<file path="src/rtl/dff_pipe_pkg.sv">
// dff_pipe_pkg: shared defaults and count-width helper for dff_pipe
package dff_pipe_pkg;
    localparam int DFF_PIPE_WIDTH_DEF = 8;
    localparam int DFF_PIPE_DEPTH_DEF = 4;
    function automatic int cnt_w(input int depth);
        return $clog2(depth + 1);
    endfunction
endpackage

</file>
<file path="src/rtl/dff_stage.sv">
// dff_stage: one elastic pipeline register with valid bit and bubble-collapse handshake
module dff_stage #(
    parameter int WIDTH = 8,
    parameter logic [WIDTH-1:0] RESET_VAL = '0
) (
    input  logic             clk,
    input  logic             clr,
    input  logic             up_valid,
    input  logic [WIDTH-1:0] up_d,
    input  logic             dn_accept,
    output logic             valid,
    output logic [WIDTH-1:0] d,
    output logic             accept
);
    logic advance;
    always_comb begin
        advance = valid && dn_accept;
        accept  = !valid || advance;
    end
    // data holds when the word leaves without a replacement; only valid drops
    always_ff @(posedge clk) begin
        if (clr) begin
            valid <= 1'b0;
            d     <= RESET_VAL;
        end else if (accept && up_valid) begin
            valid <= 1'b1;
            d     <= up_d;
        end else if (advance) begin
            valid <= 1'b0;
        end
    end
endmodule

</file>
<file path="src/rtl/dff_pipe.sv">
// dff_pipe: DEPTH-stage valid/ready register pipe with occupancy count.
// DFF_PIPE_FLUSH_EN adds an i_flush port that empties the pipe (reset wins).
module dff_pipe
    import dff_pipe_pkg::*;
#(
    parameter int WIDTH = DFF_PIPE_WIDTH_DEF,
    parameter int DEPTH = DFF_PIPE_DEPTH_DEF,
    parameter logic [WIDTH-1:0] RESET_VAL = '0
) (
    input  logic                      clk,
    input  logic                      reset,
`ifdef DFF_PIPE_FLUSH_EN
    input  logic                      i_flush,
`endif
    input  logic [WIDTH-1:0]          i_d,
    input  logic                      i_valid,
    output logic                      o_ready,
    input  logic                      i_ready,
    output logic [WIDTH-1:0]          o_q,
    output logic [WIDTH-1:0]          o_qb,
    output logic                      o_valid,
    output logic [cnt_w(DEPTH)-1:0]   o_count
);
    logic clr;
    logic in_fire;
    logic out_fire;
`ifdef DFF_PIPE_FLUSH_EN
    assign clr = reset || i_flush;
`else
    assign clr = reset;
`endif
    // per-stage nets live in the generate scope so the accept chain is not one flat vector
    for (genvar k = 0; k < DEPTH; k++) begin : g
        logic             up_valid;
        logic             dn_accept;
        logic             valid;
        logic             accept;
        logic [WIDTH-1:0] up_d;
        logic [WIDTH-1:0] d;
        if (k == 0) begin : h_up
            assign up_valid = i_valid;
            assign up_d     = i_d;
        end else begin : h_up
            assign up_valid = g[k-1].valid;
            assign up_d     = g[k-1].d;
        end
        if (k == DEPTH - 1) begin : h_dn
            assign dn_accept = i_ready;
        end else begin : h_dn
            assign dn_accept = g[k+1].accept;
        end
        dff_stage #(
            .WIDTH    (WIDTH),
            .RESET_VAL(RESET_VAL)
        ) u_stage (
            .clk      (clk),
            .clr      (clr),
            .up_valid (up_valid),
            .up_d     (up_d),
            .dn_accept(dn_accept),
            .valid    (valid),
            .d        (d),
            .accept   (accept)
        );
    end
    assign o_ready  = g[0].accept;
    assign o_valid  = g[DEPTH-1].valid;
    assign o_q      = g[DEPTH-1].d;
    assign o_qb     = ~o_q;
    assign in_fire  = i_valid && o_ready;
    assign out_fire = o_valid && i_ready;
    always_ff @(posedge clk) begin
        if (clr)
            o_count <= '0;
        else
            o_count <= (in_fire && !out_fire) ? o_count + 1'b1 :
                       (out_fire && !in_fire) ? o_count - 1'b1 : o_count;
    end
endmodule

</file>
<file path="config.mk">
export PLATFORM = sky130hd
export DESIGN_NAME = dff_pipe
export DESIGN_NICKNAME = d
export VERILOG_FILES = /design/src/rtl/dff_pipe_pkg.sv /design/src/rtl/dff_stage.sv /design/src/rtl/dff_pipe.sv
export SDC_FILE = /design/constraint.sdc
export NUM_CORES = 1
export LEC_CHECK = 0
export BUFFER_PORTS_ARGS = -buffer_cell sky130_fd_sc_hd__buf_2
export CAP_MARGIN = 40
export CORE_ASPECT_RATIO = 1.4
export CORE_UTILIZATION = 60
export CTS_BUF_LIST = sky130_fd_sc_hd__clkbuf_8
export DETAILED_ROUTE_END_ITERATION = 6
export PLACE_DENSITY = 0.82
export REMOVE_ABC_BUFFERS = 1
export SYNTH_ARGS = -nofsm -noshare
export SYNTH_HDL_FRONTEND = slang
export SYNTH_SLANG_ARGS = --single-unit
</file>
<file path="constraint.sdc">
create_clock -name clk -period 3.55 [get_ports clk]
set_input_delay 0.71 -clock clk [delete_from_list [all_inputs] [get_ports clk]]
set_output_delay 0.71 -clock clk [all_outputs]
set_load 0.01 [all_outputs]
</file>
==> summary.txt <==
Timing
  – Period utilisation layout: 64.0%
  – Setup-failing EPs final: 0
  – Clock skew: 0.00492 ns
  – Fin crit period: 2.27 ns
  – Slew headroom: 62.4%
  – Slew Limit Fails: 0
  – RSZ-0062 raised after global routing: no
  – Worst Tran Pin Value: 0.563 ns
  – Final Hold Vio Count: 0
  – Fmax: 0.440 GHz
  – Setup TNS: 0 ns

Synthesis
  – Main combinational cell family by area after synthesis: simple AND/OR/NAND/NOR gates
  – Mux cell area share after synthesis: 9.45%
  – Post-Synth Adder-Cell Area: 1.81%
  – FF+latch count, synth: 39
  – Synthesized area: 0.00180 sq mm
  – Distinct cells, synth: 28
  – Mapped Cells: 197
  – Yosys warns: 0
  – Seq/Total Area, Yosys: 43.4%
  – Synthesized area per cell: 9.14 sq um
  – Synth Area in Compound Gates: 12.9%
  – Post-Synth Simple-Gate Area: 24.0%
  – XOR/XNOR Fraction of Synth Area: 0.973%
  – Synth top area share: 43.4%
  – Synth top area cells: dfxtp_1, mux2i_1, nand2b_1
  – Dominant cell type by area after synthesis: dfxtp_1

Global routing
  – Vias in the first global route: 1304
  – Largest net degree at the start of global routing: 34
  – GRT Util Overall: 24.4%
  – Initial antenna violation count: 0
  – First-pass GRT wire length: 5.49 mm
  – Grt total ovfl: 0

Drt
  – Routed wire per std cell: 13.0 um
  – Post-Route WL: 3.39 mm
  – Detailed Route Iter0 Violations: 28
  – Routed Antenna Nets: 0
  – Vias per Instance: 5.47
  – DR pass1 iterations: 4
  – Routed via count: 1423
  – DRC violations left: 0

Clock tree
  – Root buffer cell: clkbuf_8
  – H-tree Lvls: 2
  – CTS tree: built
  – Clk slew on worst S/H paths: 0.07 ns
  – CTS Buf Count: 5
  – CTS sink cnt: 39
  – Post-CTS setup buffers: 0
  – Cts hold-fix bufs: 0
  – Post-CTS Resized: 0
  – Clock Path Buffers: 2
  – Worst-Skew Late Latency: 0.29 ns

Setup path
  – Critical-path cell list: buf_2 > and4b_1 > nand2_1 > and2_1 > ha_1 > inv_1 > fa_1 > xor2_1 > or3_1 > a21oi_1
  – CP max-delay cell: fa_1
  – Crit Path Category: in2reg
  – CP required: 3.76 ns
  – Crit path max-delay family: simple AND/OR/NAND/NOR gates
  – Worst-path maximum fanout: 4
  – Startpoint type of the worst setup path: input pin
  – Element type at the critical path end: register
  – Buf/Inv on CP: 2
  – WP data arrival: 2.48 ns
  – Slowest stage delay, CP: 0.37 ns

Floorplanning
  – Die Width: 48.3 um
  – Std cell rows: 23
  – Placeable Area: 0.00285 sq mm
  – Height of the chip: 66.8 um
  – Die ar.: 0.00323 sq mm
  – I/O pin count: 33
  – Initial core utilization: 63.2%

Cells and area
  – Area delta synth->final: 14.1%
  – Fraction of layout cells with a size suffix above 1: 19.7%
  – Diode count: 0
  – Nets@finish: 236
  – Most frequent cells in the layout: dfxtp_1, buf_2, nand2b_1
  – Finished Core Util: 72.1%
  – Commonest non-fill, non-tap cell in the layout: dfxtp_1

Placed design
  – Dpl hpwl: 2.38 mm
  – Port buffer count: 32
  – Placer Congestion: 0.731

Power
  – VDD IR-drop max: 357 uV
  – PD cells: 455 mW/mm^2
  – Leakage: 0.000763 uW

Worst hold path
  – Worst min path class: reg2reg

Status
  – Status: finished clean

Job
  – Max_cap viols: 0
-- kinds of logic (layout without fill, tap and decap cells) --
| kind of cell | count (synthesis) | count (layout) |
|---|---|---|
| mux | 17 | 17 |
| buf+inv | 28 | 54 |
| flops | 39 | 39 |
| fa+ha+maj | 2 | 2 |
| compound gates | 38 | 38 |
| simple gates | 71 | 71 |
| xor+xnor | 2 | 2 |
-- layer usage --
layer / global-route usage (%) / vias to the layer above / wire length [um]
met5: 0 / - / 0
met3: 6.50 / 7 / 132
met4: 11.5 / 0 / 63
met1: 26.4 / 647 / 1420
li1: - / 732 / -
met2: 41.3 / 37 / 1770
-- synthesized netlist by cell type --
cell      instances
xor2_1            2
nor3b_1           8
fa_1              1
nand4b_1          8
o311ai_1          8
o21ai_0           9
nand3_1           8
a21oi_1          12
dfxtp_1          39
and2_1            1
clkinv_1          1
nand2_1          10
a31oi_1           8
buf_1             3
clkbuf_2          1
nor2_1            6
or3_1             1
nand2b_1         25
a21boi_1          1
inv_1            10
clkbuf_1          6
ha_1              1
and4b_1           1
buf_2             4
buf_6             3
nor2b_1           2
mux2i_1          17
nor2_4            1
-- sequential cells by signal, summed over array words and instances, names as in the netlist --
name             count
g.u_stage.d         32
g.u_stage.valid      4
o_count              3
-- power by group --
part / internal (uW) / switching (uW)
sequential: 456 / 15.4
combinational: 40.3 / 44.3
clock: 227 / 151
-- per-stage QoR --
| step | instance area (sq um) | worst slack, ns | std cells | hold WS, ns | total power [uW] |
|---|---|---|---|---|---|
| floorplan | 1710 | 0.861 | 180 | 0.438 | 531 |
| global route | 2050 | 1.19 | 260 | 0.507 | 974 |
| detailed placement | 1940 | 0.980 | 252 | 0.465 | 567 |
| finish | 2050 | 1.28 | 260 | 0.476 | 935 |
| global placement | 1930 | 1.09 | 251 | 0.456 | 560 |
| CTS | 2050 | 1.27 | 260 | 0.478 | 943 |
-- final cells by class --
cell class              instances  area [sq um]
flip-flops and latches         39           781
inverters                      11          41.3
multi-input cells             130           886
clock buffers                   6          82.6
well taps                      37          46.3
repair buffers                 35           183
clock inverters                 2          35.0
fillers                       232           795
-- worst reg2reg max path, cell delays in order (launching register included) --
cell and delay (ns):
dfxtp_1 0.43, and4b_1 0.26, nand2_1 0.08, and2_1 0.13
ha_1 0.18, inv_1 0.06, fa_1 0.37, xor2_1 0.16
or3_1 0.31, a21oi_1 0.18
-- worst paths after layout --
| check | startpoint | end | slack (ns) | cells after the start |
|---|---|---|---|---|
| worst max-delay path | i_ready | o_count[2] | 1.28 | 10 |
| worst min-delay path | g[2].u_stage.d[0] | g[3].u_stage.d[0] | 0.48 | 2 |
| worst max register to register | g[2].u_stage.valid | o_count[2] | 1.32 | 9 |
| worst min register to register | g[2].u_stage.d[0] | g[3].u_stage.d[0] | 0.48 | 2 |
Power figures use the tool's default switching activity.
